$ cat src/rtl/cascaded_decade_downcounter.sv
// cascaded_decade_downcounter
// N-digit BCD down-counter built from cascaded decade stages, with parallel
// BCD load (digits above 9 clamp to 9), a borrow-in/borrow-out chain for
// cascading instances and a registered one-cycle terminal-count pulse.
// Optional build macro HALT_AT_ZERO_EN: saturate at zero instead of wrapping,
// suppress borrow-out, and emit tc only once per load.
module cascaded_decade_downcounter #(
  parameter int DIGITS = 2
) (
  input  logic                  c,
  input  logic                  r,
  input  logic                  ld,
  input  logic [4*DIGITS-1:0]   ld_val,
  input  logic                  en,
  input  logic                  bi,
  output logic [4*DIGITS-1:0]   q,
  output logic                  bo,
  output logic                  zero,
  output logic                  tc
);

  localparam int W = 4 * DIGITS;

  // Clamp a load nibble into the legal BCD range.
  function automatic logic [3:0] clamp_bcd(input logic [3:0] d);
    logic [3:0] res;
    if (d > 4'd9) begin
      res = 4'd9;
    end else begin
      res = d;
    end
    return res;
  endfunction

  // One decade step downwards, 0 borrows round to 9.
  function automatic logic [3:0] dec_bcd(input logic [3:0] d);
    logic [3:0] res;
    if (d == 4'd0) begin
      res = 4'd9;
    end else begin
      res = d - 4'd1;
    end
    return res;
  endfunction

  logic [W-1:0] cnt_q;
  logic [W-1:0] cnt_d;
  logic         tc_q;
  logic         tc_d;
  logic         zero_s;
  logic         dec_s;
  logic         term_s;
  logic         step_s;
`ifdef HALT_AT_ZERO_EN
  logic         armed_q;
  logic         armed_d;
`endif

  // Status terms: all-zero detect, count qualifier and terminal condition.
  always_comb begin
    zero_s = (cnt_q == {W{1'b0}});
    dec_s  = en & bi & ~ld;
    term_s = dec_s & zero_s;
`ifdef HALT_AT_ZERO_EN
    // Saturating: no movement once the count has reached zero.
    step_s = dec_s & ~zero_s;
`else
    step_s = dec_s;
`endif
  end

  // Next count: load with clamp, else ripple-borrow decrement, else hold.
  always_comb begin : next_count
    logic chain;
    cnt_d = cnt_q;
    chain = 1'b1;
    if (ld) begin
      for (int k = 0; k < DIGITS; k++) begin
        cnt_d[4*k +: 4] = clamp_bcd(ld_val[4*k +: 4]);
      end
    end else if (step_s) begin
      // A digit moves only while every less-significant digit is zero.
      for (int k = 0; k < DIGITS; k++) begin
        if (chain) begin
          cnt_d[4*k +: 4] = dec_bcd(cnt_q[4*k +: 4]);
        end else begin
          cnt_d[4*k +: 4] = cnt_q[4*k +: 4];
        end
        chain = chain & (cnt_q[4*k +: 4] == 4'd0);
      end
    end else begin
      cnt_d = cnt_q;
    end
  end

  // Terminal-count pulse (and, when saturating, its one-shot arming flag).
  always_comb begin
`ifdef HALT_AT_ZERO_EN
    tc_d = term_s & armed_q;
    if (ld) begin
      armed_d = 1'b1;
    end else if (term_s) begin
      armed_d = 1'b0;
    end else begin
      armed_d = armed_q;
    end
`else
    tc_d = term_s;
`endif
  end

  // State registers with asynchronous active-low reset.
  always_ff @(posedge c or negedge r) begin
    if (!r) begin
      cnt_q   <= {W{1'b0}};
      tc_q    <= 1'b0;
`ifdef HALT_AT_ZERO_EN
      armed_q <= 1'b1;
`endif
    end else begin
      cnt_q   <= cnt_d;
      tc_q    <= tc_d;
`ifdef HALT_AT_ZERO_EN
      armed_q <= armed_d;
`endif
    end
  end

  assign q    = cnt_q;
  assign zero = zero_s;
  assign tc   = tc_q;
`ifdef HALT_AT_ZERO_EN
  assign bo   = 1'b0;
`else
  assign bo   = en & bi & zero_s;
`endif

endmodule

$ cat config.mk
export PLATFORM = sky130hd
export DESIGN_NAME = cascaded_decade_downcounter
export DESIGN_NICKNAME = d
export VERILOG_FILES = /design/src/rtl/cascaded_decade_downcounter.sv
export SDC_FILE = /design/constraint.sdc
export NUM_CORES = 1
export LEC_CHECK = 0
export CAP_MARGIN = 10
export CELL_PAD_IN_SITES_DETAIL_PLACEMENT = 2
export CELL_PAD_IN_SITES_GLOBAL_PLACEMENT = 2
export CORE_MARGIN = 1
export CORE_UTILIZATION = 22
export DETAILED_ROUTE_END_ITERATION = 12
export GPL_TIMING_DRIVEN = 0
export PLACE_DENSITY = 0.78
export SYNTH_ARGS = -nofsm -noshare
export SYNTH_HDL_FRONTEND = slang
export SYNTH_SLANG_ARGS = --single-unit
$ cat constraint.sdc
create_clock -name c -period 2 [get_ports c]
set_input_delay 0.5 -clock c [delete_from_list [all_inputs] [get_ports c]]
set_output_delay 0.5 -clock c [all_outputs]
set_load 0.005 [all_outputs]
==> flow_summary.json <==
{
  "vias_per_cell": 4.86,
  "power_density_nw_per_um2": 596,
  "clk_pin_slew_ns": 0.07,
  "post-route-min-period_ns": 2.25,
  "relSlewSlack_pct": 67.3,
  "yosysWarningCount": 0,
  "multi_input_area_um2": 308,
  "clock.fmax_ghz": 0.445,
  "gp_congestion": 0.674,
  "start_util_pct": 23.7,
  "grt_pass1_wl_mm": 2.97,
  "syn_avg_cell_area_um2": 9.62,
  "synth_top_area_share_pct": 42.6,
  "yosys_register_bits": 9,
  "p_leak_nw": 0.377,
  "fillers": 257,
  "ys_types": 26,
  "required_ns": 1.50,
  "grt_use_total_pct": 16.0,
  "p_int_mw": 0.368,
  "fin_setup_tns_ns": -0.329,
  "final_area_um2": 885,
  "fin_cells": 117,
  "drive_gt1_share_pct": 22.5,
  "failed_checks": "negative setup slack",
  "grt_max_degree": 11,
  "core_area_um2": 2230,
  "root_buffer": "clkbuf_4",
  "seq_area_um2": 228,
  "numClockSinks": 9,
  "gr-total-overflow": 0,
  "h-tree-depth": 1,
  "drt_iter0_drc": 1,
  "cts_tree": "done",
  "finalCritPeriodShare_pct": 112,
  "p_seq_share_pct": 41.6,
  "place_area_um2": 785,
  "setup_slack_ns": -0.249,
  "syn_inst": 55,
  "status": "finished with violations",
  "fin_util_pct": 39.6,
  "chipWidth_um": 51.1,
  "whs_ns": 0.549,
  "post-dp-hpwl_mm": 1.29,
  "drc": 0,
  "p_total_mw": 0.527,
  "switching_share_pct": 30.2,
  "cp_max_fo": 2,
  "rsz0062_at_grt": "yes",
  "num-nets-final": 103,
  "synth_area_leaders": "dfrtp_1, nand3b_1, a221o_1",
  "syn_nets": 68,
  "numPortBuffers": 22,
  "dp.cells": 105,
  "irDropWorstVdd_mv": 0.290,
  "synth.cell_area_um2": 529,
  "wl_mm": 1.98,
  "critPathLaunchType": "flip-flop",
  "clk_latency_ns": 0.27,
  "cp-end-kind": "output port",
  "hold_viol": 0,
  "grt_antenna_before_repair": 0,
  "vias": 569,
  "synth.largest_area_cell": "dfrtp_1",
  "clk_path_buf_depth": 2,
  "io_pins": 24,
  "cap_violations": 0,
  "clock_power_share_pct": 29.7,
  "dr.pass1.iters": 3,
  "cts_inserted_buffers": 3,
  "pre_cts_ws_ns": -0.628,
  "cp.arrival_ns": 1.75,
  "wl_per_cell_um": 16.9,
  "seq_area_frac_synth_pct": 42.6,
  "finClkSkew_ns": 0.00235,
  "critical_path_class": "flip-flop to output port",
  "rows": 17,
  "area_growth_pct": 67.1,
  "grt_pass1_vias": 632,
  "postRouteAntennaNets": 0,
  "max_slew.worst_pin.slew_ns": 0.491,
  "p_sw_mw": 0.159,
  "setup_viol": 2,
  "hold_class": "primary input to asynchronous set/reset pin",
  "slew_viol_final": 0,
  "n_antenna_cell": 0,
  "dieArea_um2": 2610,
  "p_comb_share_pct": 28.6,
  "die_height_um": 51.1
}
[Yosys cell counts (all sizes together)]
library cell	count
a221o	2
a31oi	3
or2b	1
nand2	5
o211a	1
or4	1
o31a	1
nand3b	3
nor3	3
mux2i	2
and4bb	1
clkbuf	1
o21ai	4
a21oi	1
dfrtp	9
inv	2
a21boi	1
o21a	1
o31ai	1
nor4b	1
nor2	5
and2	1
o21ba	1
nand4bb	1
nor2b	2
nor3b	1
[power groups by stage]
stage,logic (mW),registers (mW),clock network (mW)
3_5_place_dp,0.126,0.224,0
2_1_floorplan,0.0519,0.220,0
5_1_grt,0.165,0.223,0.169
4_1_cts,0.147,0.217,0.160
3_3_place_gp,0.123,0.223,0
6_report,0.151,0.220,0.157
[layout make-up]
class                   count  area share, %
repair buffers             30           31.3
clock buffers               4           2.97
well taps                  28           3.96
inverters                   2          0.849
plain buffers               1          0.424
multi-input cells          43           34.8
flip-flops and latches      9           25.7
[sequential cells by signal, indices dropped and copies added (netlist names)]
signal	count
tc	1
q	8
[path summary, 6_finish.rpt]
path | startpoint | end | slack, ns | cells after the start
setup / recovery | q[5] | zero | -0.25 | 4
hold / removal | r | q[0] | 0.55 | 1
setup reg to reg | q[5] | q[6] | 0.22 | 5
hold reg to reg | q[7] | q[7] | 0.63 | 2
max in group asynchronous | r | q[3] | 1.10 | 1
min in group c | q[7] | q[7] | 0.63 | 2
[critical path, stage by stage, from the launching register on]
cell and delay, ns:
dfrtp_1 0.39, or4_4 0.55, buf_6 0.14, nor4b_4 0.23, buf_2 0.17
[repair_timing]
item                       in CTS  in global routing
buffers inserted                7                  1
gates resized for setup        11                  3
pin swaps                       2                  1
cloned                          0                  0
setup endpoints to repair       2                  2
hold buffers                    0                  0
[cell families after synthesis]
group	after synthesis	synth area share (%)
mux	2	3.78
simple gates	25	29.8
compound gates	16	21.8
buf+inv	3	2.13
flops	9	42.6
[cell usage in the layout, fill, tap and decap left out, types with 2 or more instances in the layout]
master           Yosys  final
buf_2                0      2
a31oi_1              3      3
clkbuf_1             1      2
dfrtp_2              0      2
inv_1                2      2
nor3_1               3      3
nor2_1               5      5
a221o_1              2      2
buf_4                0      7
nand2_1              5      5
nor2b_1              2      2
mux2i_1              2      2
dfrtp_1              9      7
clkdlybuf4s50_1      0     19
o21ai_0              4      4
nand3b_1             3      3
clkbuf_4             0      3
[routing by layer]
metal | up-vias | global-route usage (%) | share of wire (%)
li1 | 273 | - | -
met1 | 278 | 19.3 | 47
met2 | 15 | 27.0 | 49
met3 | 3 | 2.68 | 3.0
met4 | 0 | 8.33 | 1.4
met5 | - | 0 | 0
Power figures use the tool's default switching activity.
